**src/rtl/glitch_seq.sv**
```systemverilog
// Glitch-window sequencer: arms on a config, waits for a synchronized trigger edge,
// then drives `cnt` high for N windows. Optional glitch counter: GLITCH_SEQ_STATS_EN.
module glitch_seq #(
  parameter int DELAY_W = 16,
  parameter int WIDTH_W = 8,
  parameter int COUNT_W = 8
) (
  input  logic               clk_in1,
  input  logic               resetn,
  input  logic               cfg_valid,
  output logic               cfg_ready,
  input  logic [DELAY_W-1:0] cfg_delay,
  input  logic [WIDTH_W-1:0] cfg_width,
  input  logic [WIDTH_W-1:0] cfg_gap,
  input  logic [COUNT_W-1:0] cfg_count,
  input  logic               trigger,
  input  logic               abort,
  output logic               cnt,
  output logic               busy,
  output logic               done,
  output logic [15:0]        glitch_total,
  output logic [2:0]         state_dbg
);

  typedef enum logic [2:0] {
    S_IDLE   = 3'd0,
    S_ARMED  = 3'd1,
    S_DELAY  = 3'd2,
    S_GLITCH = 3'd3,
    S_GAP    = 3'd4
  } state_e;

  // Config handshake: a config transfers in any cycle where cfg_valid && cfg_ready
  // (cfg_ready is high only in IDLE) and abort is low; fields are sampled that cycle.

  state_e              state_q, state_d;
  logic                trig_meta_q, trig_sync_q, trig_prev_q;
  logic                trig_rise;
  logic [DELAY_W-1:0]  delay_q, delay_d;
  logic [WIDTH_W-1:0]  width_q, width_d;
  logic [WIDTH_W-1:0]  gap_q, gap_d;
  logic [DELAY_W-1:0]  dly_cnt_q, dly_cnt_d;
  logic [WIDTH_W-1:0]  len_cnt_q, len_cnt_d;
  logic [COUNT_W-1:0]  rem_q, rem_d;
  logic                cnt_q, cnt_d;
  logic                done_q, done_d;
  logic                accept;

  assign trig_rise = trig_sync_q & ~trig_prev_q;
  assign accept    = cfg_valid && (state_q == S_IDLE) && !abort;

  always_ff @(posedge clk_in1 or negedge resetn) begin
    if (!resetn) begin
      trig_meta_q <= 1'b0;
      trig_sync_q <= 1'b0;
      trig_prev_q <= 1'b0;
    end else begin
      trig_meta_q <= trigger;
      trig_sync_q <= trig_meta_q;
      trig_prev_q <= trig_sync_q;
    end
  end

  always_comb begin
    state_d   = state_q;
    delay_d   = delay_q;
    width_d   = width_q;
    gap_d     = gap_q;
    dly_cnt_d = dly_cnt_q;
    len_cnt_d = len_cnt_q;
    rem_d     = rem_q;
    done_d    = 1'b0;
    case (state_q)
      S_IDLE: begin
        if (accept) begin
          // Zero width/gap are stored as 1 so the countdown logic never sees 0.
          delay_d = cfg_delay;
          width_d = (cfg_width == '0) ? WIDTH_W'(1) : cfg_width;
          gap_d   = (cfg_gap == '0) ? WIDTH_W'(1) : cfg_gap;
          rem_d   = cfg_count;
          if (cfg_count == '0) done_d  = 1'b1;
          else                 state_d = S_ARMED;
        end
      end
      S_ARMED: begin
        if (trig_rise) begin
          len_cnt_d = width_q;
          dly_cnt_d = delay_q;
          state_d   = (delay_q == '0) ? S_GLITCH : S_DELAY;
        end
      end
      S_DELAY: begin
        dly_cnt_d = dly_cnt_q - DELAY_W'(1);
        if (dly_cnt_q == DELAY_W'(1)) begin
          state_d   = S_GLITCH;
          len_cnt_d = width_q;
        end
      end
      S_GLITCH: begin
        len_cnt_d = len_cnt_q - WIDTH_W'(1);
        if (len_cnt_q == WIDTH_W'(1)) begin
          if (rem_q > COUNT_W'(1)) begin
            state_d   = S_GAP;
            len_cnt_d = gap_q;
            rem_d     = rem_q - COUNT_W'(1);
          end else begin
            state_d = S_IDLE;
            done_d  = 1'b1;
          end
        end
      end
      S_GAP: begin
        len_cnt_d = len_cnt_q - WIDTH_W'(1);
        if (len_cnt_q == WIDTH_W'(1)) begin
          state_d   = S_GLITCH;
          len_cnt_d = width_q;
        end
      end
      default: state_d = S_IDLE;
    endcase
    if (abort) begin
      state_d   = S_IDLE;
      done_d    = 1'b0;
      delay_d   = '0;
      width_d   = '0;
      gap_d     = '0;
      dly_cnt_d = '0;
      len_cnt_d = '0;
      rem_d     = '0;
    end
  end

  // cnt is registered from the next state so the mux select is a clean flop output.
  assign cnt_d = (state_d == S_GLITCH);

  always_ff @(posedge clk_in1 or negedge resetn) begin
    if (!resetn) begin
      state_q   <= S_IDLE;
      delay_q   <= '0;
      width_q   <= '0;
      gap_q     <= '0;
      dly_cnt_q <= '0;
      len_cnt_q <= '0;
      rem_q     <= '0;
      cnt_q     <= 1'b0;
      done_q    <= 1'b0;
    end else begin
      state_q   <= state_d;
      delay_q   <= delay_d;
      width_q   <= width_d;
      gap_q     <= gap_d;
      dly_cnt_q <= dly_cnt_d;
      len_cnt_q <= len_cnt_d;
      rem_q     <= rem_d;
      cnt_q     <= cnt_d;
      done_q    <= done_d;
    end
  end

`ifdef GLITCH_SEQ_STATS_EN
  logic [15:0] total_q;

  always_ff @(posedge clk_in1 or negedge resetn) begin
    if (!resetn) begin
      total_q <= '0;
    end else if (cnt_d && !cnt_q && (total_q != 16'hFFFF)) begin
      total_q <= total_q + 16'd1;
    end
  end

  assign glitch_total = total_q;
`else
  assign glitch_total = '0;
`endif

  assign cnt       = cnt_q;
  assign done      = done_q;
  assign busy      = (state_q != S_IDLE);
  assign cfg_ready = (state_q == S_IDLE);
  assign state_dbg = state_q;

endmodule
```
**config.mk**
```make
export PLATFORM = sky130hd
export DESIGN_NAME = glitch_seq
export DESIGN_NICKNAME = d
export VERILOG_FILES = /design/src/rtl/glitch_seq.sv
export SDC_FILE = /design/constraint.sdc
export NUM_CORES = 1
export LEC_CHECK = 0
export BUFFER_PORTS_ARGS = -buffer_cell sky130_fd_sc_hd__buf_2
export CORE_MARGIN = 2
export CORE_UTILIZATION = 44
export DETAILED_ROUTE_END_ITERATION = 8
export GPL_TIMING_DRIVEN = 0
export MAX_ROUTING_LAYER = met4
export PLACE_DENSITY_LB_ADDON = 0.1
export SETUP_SLACK_MARGIN = 0.1
export SYNTH_ARGS = -nofsm -noshare
export SYNTH_HDL_FRONTEND = slang
export SYNTH_SLANG_ARGS = --single-unit
```
**constraint.sdc**
```tcl
create_clock -name clk_in1 -period 2.6 [get_ports clk_in1]
set_input_delay 0.39 -clock clk_in1 [delete_from_list [all_inputs] [get_ports clk_in1]]
set_output_delay 0.39 -clock clk_in1 [all_outputs]
set_load 0.01 [all_outputs]
```
==> run_results.csv <==
group,metric,value,unit
sta,max_freq,411,MHz
drt,routed_wl,10.2,mm
clocking,numClockSinks,72,
drt,avgViaCountPerCell,5.81,
power,pwr-share-clk,0.374,
drt,dr.first_iter.drc_count,262,
placement,place_hpwl,7.46,mm
global_route,grt_pass1_wl,17.0,mm
cells_and_area,finalInstanceArea,4680,µm²
floorplanning,design.portCount,68,
clocking,cts.reportedPaths.clkPinSlew,80,ps
power,finalPower,2.66,mW
sta,period_minus_slack,2430,ps
floorplanning,core.rowCount,34,
clocking,clockRootBuffer,"clkbuf_8",
setup_path,cp_max_fo,7,
power,p_per_area,569,nW/µm²
clocking,cts_tree,"done",
cells_and_area,nNetsFinal,550,
cells_and_area,antenna_cells,0,
sta,finalCritPeriodShare,0.935,
setup_path,slowest_delay,590,ps
setup_path,cp_slowest_cell,"or4_4",
hold_path,hold_class,"input pin to register",
logic_synthesis,synth_edf_count,0,
floorplanning,start_util,0.449,
job,maxCapViolCount,0,
setup_path,cp-end-kind,"register",
floorplanning,die_width,98.1,µm
sta,maxSlewViolCount,0,
drt,drcViolationCount,0,
run_status,outcome,"complete, no violations",
setup_path,cp_data_required_time,2880,ps
global_route,grt_pass1_vias,3297,
logic_synthesis,synth-main-ff-cell,"dfrtp_1",
sta,hold_violations,0,
cells_and_area,final_common_cell,"dfrtp_1",
setup_path,crit_cells,6,
placement,io_buffers,50,
clocking,cts_max_level,3,
clocking,insertion_delay,350,ps
cells_and_area,most-common-layout-cells,"72 x dfrtp_1, 51 x buf_2, 41 x nor2_1",
drt,ant_nets,0,
hold_path,hold_depth,1,
logic_synthesis,netlist_instances,418,
setup_path,cp_top_family,"simple AND/OR/NAND/NOR gates",
power,seqPwrFrac,0.469,
sta,skew,10.5,ps
setup_path,path_common_cell,"or4_4",
sta,relSlewSlack,0.457,
global_route,grt-ovfl-total,0,
sta,finalSetupTns,0,ps
logic_synthesis,syn_area_per_cell,9.33,µm²
sta,setup_viol,0,
power,p_comb_frac,0.157,
sta,worstMarginPinSlew,794,ps
cells_and_area,utilization,0.539,
setup_path,cp-start-kind,"register",
logic_synthesis,async_flop_share,1.00,
global_route,grt_max_degree,57,
power,cellLeakagePower,2.14,nW
floorplanning,fp.dieH,98.1,µm
cells_and_area,syn2layout_area_growth,20.0,%
power,p_sw_frac,0.286,
logic_synthesis,yosys_warnings,0,
logic_synthesis,ys_ff_latch,72,
setup_path,critPathArrivalTime,2710,ps
drt,num_vias,3557,
placement,dpl_cell_area,4370,µm²
drt,first_pass_iters,5,
power,peakVddDrop,0.291,mV
power,p_switching,0.760,mW
setup_path,crit_chain,"or4_4 -> or4_4 -> o211ai_4 -> and2b_1 -> a31o_1 -> o2bb2ai_1",
placement,dpl.cell_count,592,
power,internal-power,1.90,mW
setup_path,path_buf_inv,0,
drt,routedWlPerCell,16.7,µm
placement,gp_congestion,0.882,
setup_path,r2r_cells,6,
cells_and_area,final_cells,612,
clocking,cts_buffer_depth,2,
cells_and_area,final_layout_size_suffix_gt1_frac,0.212,
clocking,numCtsBuffers,9,
logic_synthesis,yosysUniqueCellTypes,56,
floorplanning,coreArea,8680,µm²
global_route,antenna_found_initial,0,
sta,rsz0062_at_grt,"false",
floorplanning,die-area,9630,µm²
global_route,grt_use_total,0.227,
logic_synthesis,syn_area,3900,µm²
logic_synthesis,ys_seq_area_frac,0.462,
setup_path,crit_type,"register to register",
==> what timing repair did <==
item,CTS,global route
gates resized for setup,6,5
endpoints found under the hold margin,16,0
setup buffers,2,1
pin swaps,4,3
hold buffers,1,0
setup endpoints to repair,13,18
==> metrics by stage <==
stage / hold slack [ps] / worst slack (ps)
finish: 144 / 168
global route: 137 / 128
CTS: 136 / 106
detailed placement: 278 / 28.9
global placement: 332 / -20.6
floorplan: 94.4 / 299
==> final timing paths <==
check	startpoint	end	slack (ps)
min in group asynchronous	resetn	dly_cnt_q[4]	440
hold / removal	trigger	trig_meta_q	140
setup reg to reg	dly_cnt_q[7]	len_cnt_q[3]	170
max in group asynchronous	resetn	gap_q[6]	1610
hold reg to reg	trig_meta_q	trig_sync_q	350
setup / recovery	dly_cnt_q[7]	len_cnt_q[3]	170
==> flip-flops by register name (all words and copies together) (netlist names), 3 cells and up <==
name / cells
delay_q: 16
dly_cnt_q: 16
gap_q: 8
len_cnt_q: 8
rem_q: 8
width_q: 8
state_dbg: 3
==> routing by layer <==
layer  global-route usage  vias up  wire [µm]
li1                     -     1713          -
met1                0.337     1710       4980
met2                0.326      120       4480
met3               0.0293       14        631
met4               0.0685        0        127
met5                    -        -          0
==> cell type report <==
type / instances / area [µm²]
Fill cell: 852 / 4000
Sequential cell: 72 / 1800
Timing Repair Buffer: 55 / 313
Multi-Input combinational cell: 313 / 1970
Inverter: 12 / 45.0
Clock buffer: 10 / 128
Buffer: 36 / 198
Tap cell: 108 / 135
Clock inverter: 6 / 92.6
==> kinds of logic (layout without fill, tap and decap cells) <==
logic type      Yosys count  after routing  share of synthesized area
other cells               1             16                   0.000962
buf+inv                  48            119                     0.0622
flops                    72             72                      0.462
fa+ha+maj                 6              6                     0.0192
compound gates          142            142                      0.247
mux                       2              2                    0.00513
simple gates            144            144                      0.197
xor+xnor                  3              3                    0.00674
==> power groups by stage <==
stage	sequential, mW	clock (mW)	combinational (mW)
after floorplan	1.24	0	0.272
after global placement	1.26	0	0.398
after detailed placement	1.27	0	0.408
after CTS	1.25	1.01	0.415
after global routing	1.26	1.05	0.469
final	1.25	0.996	0.418
==> synth_stat cells, types with 2 or more instances <==
cell type / number / share of area
dfrtp_1: 72 / 0.46
nor2_1: 41 / 0.039
o21ai_0: 38 / 0.049
a22o_1: 31 / 0.070
nand2_1: 29 / 0.028
a21oi_1: 22 / 0.028
nor3_1: 18 / 0.023
clkbuf_1: 17 / 0.016
buf_4: 16 / 0.031
nor4_1: 16 / 0.026
inv_1: 12 / 0.012
a31oi_1: 9 / 0.014
a221oi_1: 8 / 0.018
ha_1: 6 / 0.019
o21ai_1: 6 / 0.0077
a22oi_1: 5 / 0.0096
or3_1: 5 / 0.0080
nor3b_1: 4 / 0.0077
o2bb2ai_1: 4 / 0.0090
o31ai_1: 4 / 0.0077
and3_1: 3 / 0.0048
nand3_1: 3 / 0.0038
or4_1: 3 / 0.0058
or4_4: 3 / 0.0087
xor2_1: 3 / 0.0067
a211o_1: 2 / 0.0045
a311oi_1: 2 / 0.0045
and2_1: 2 / 0.0032
buf_2: 2 / 0.0026
mux2i_1: 2 / 0.0051
nand2b_1: 2 / 0.0032
nand3b_1: 2 / 0.0038
o21a_1: 2 / 0.0038
or2_2: 2 / 0.0032
Note: power is estimated with default switching activity, not from simulation.
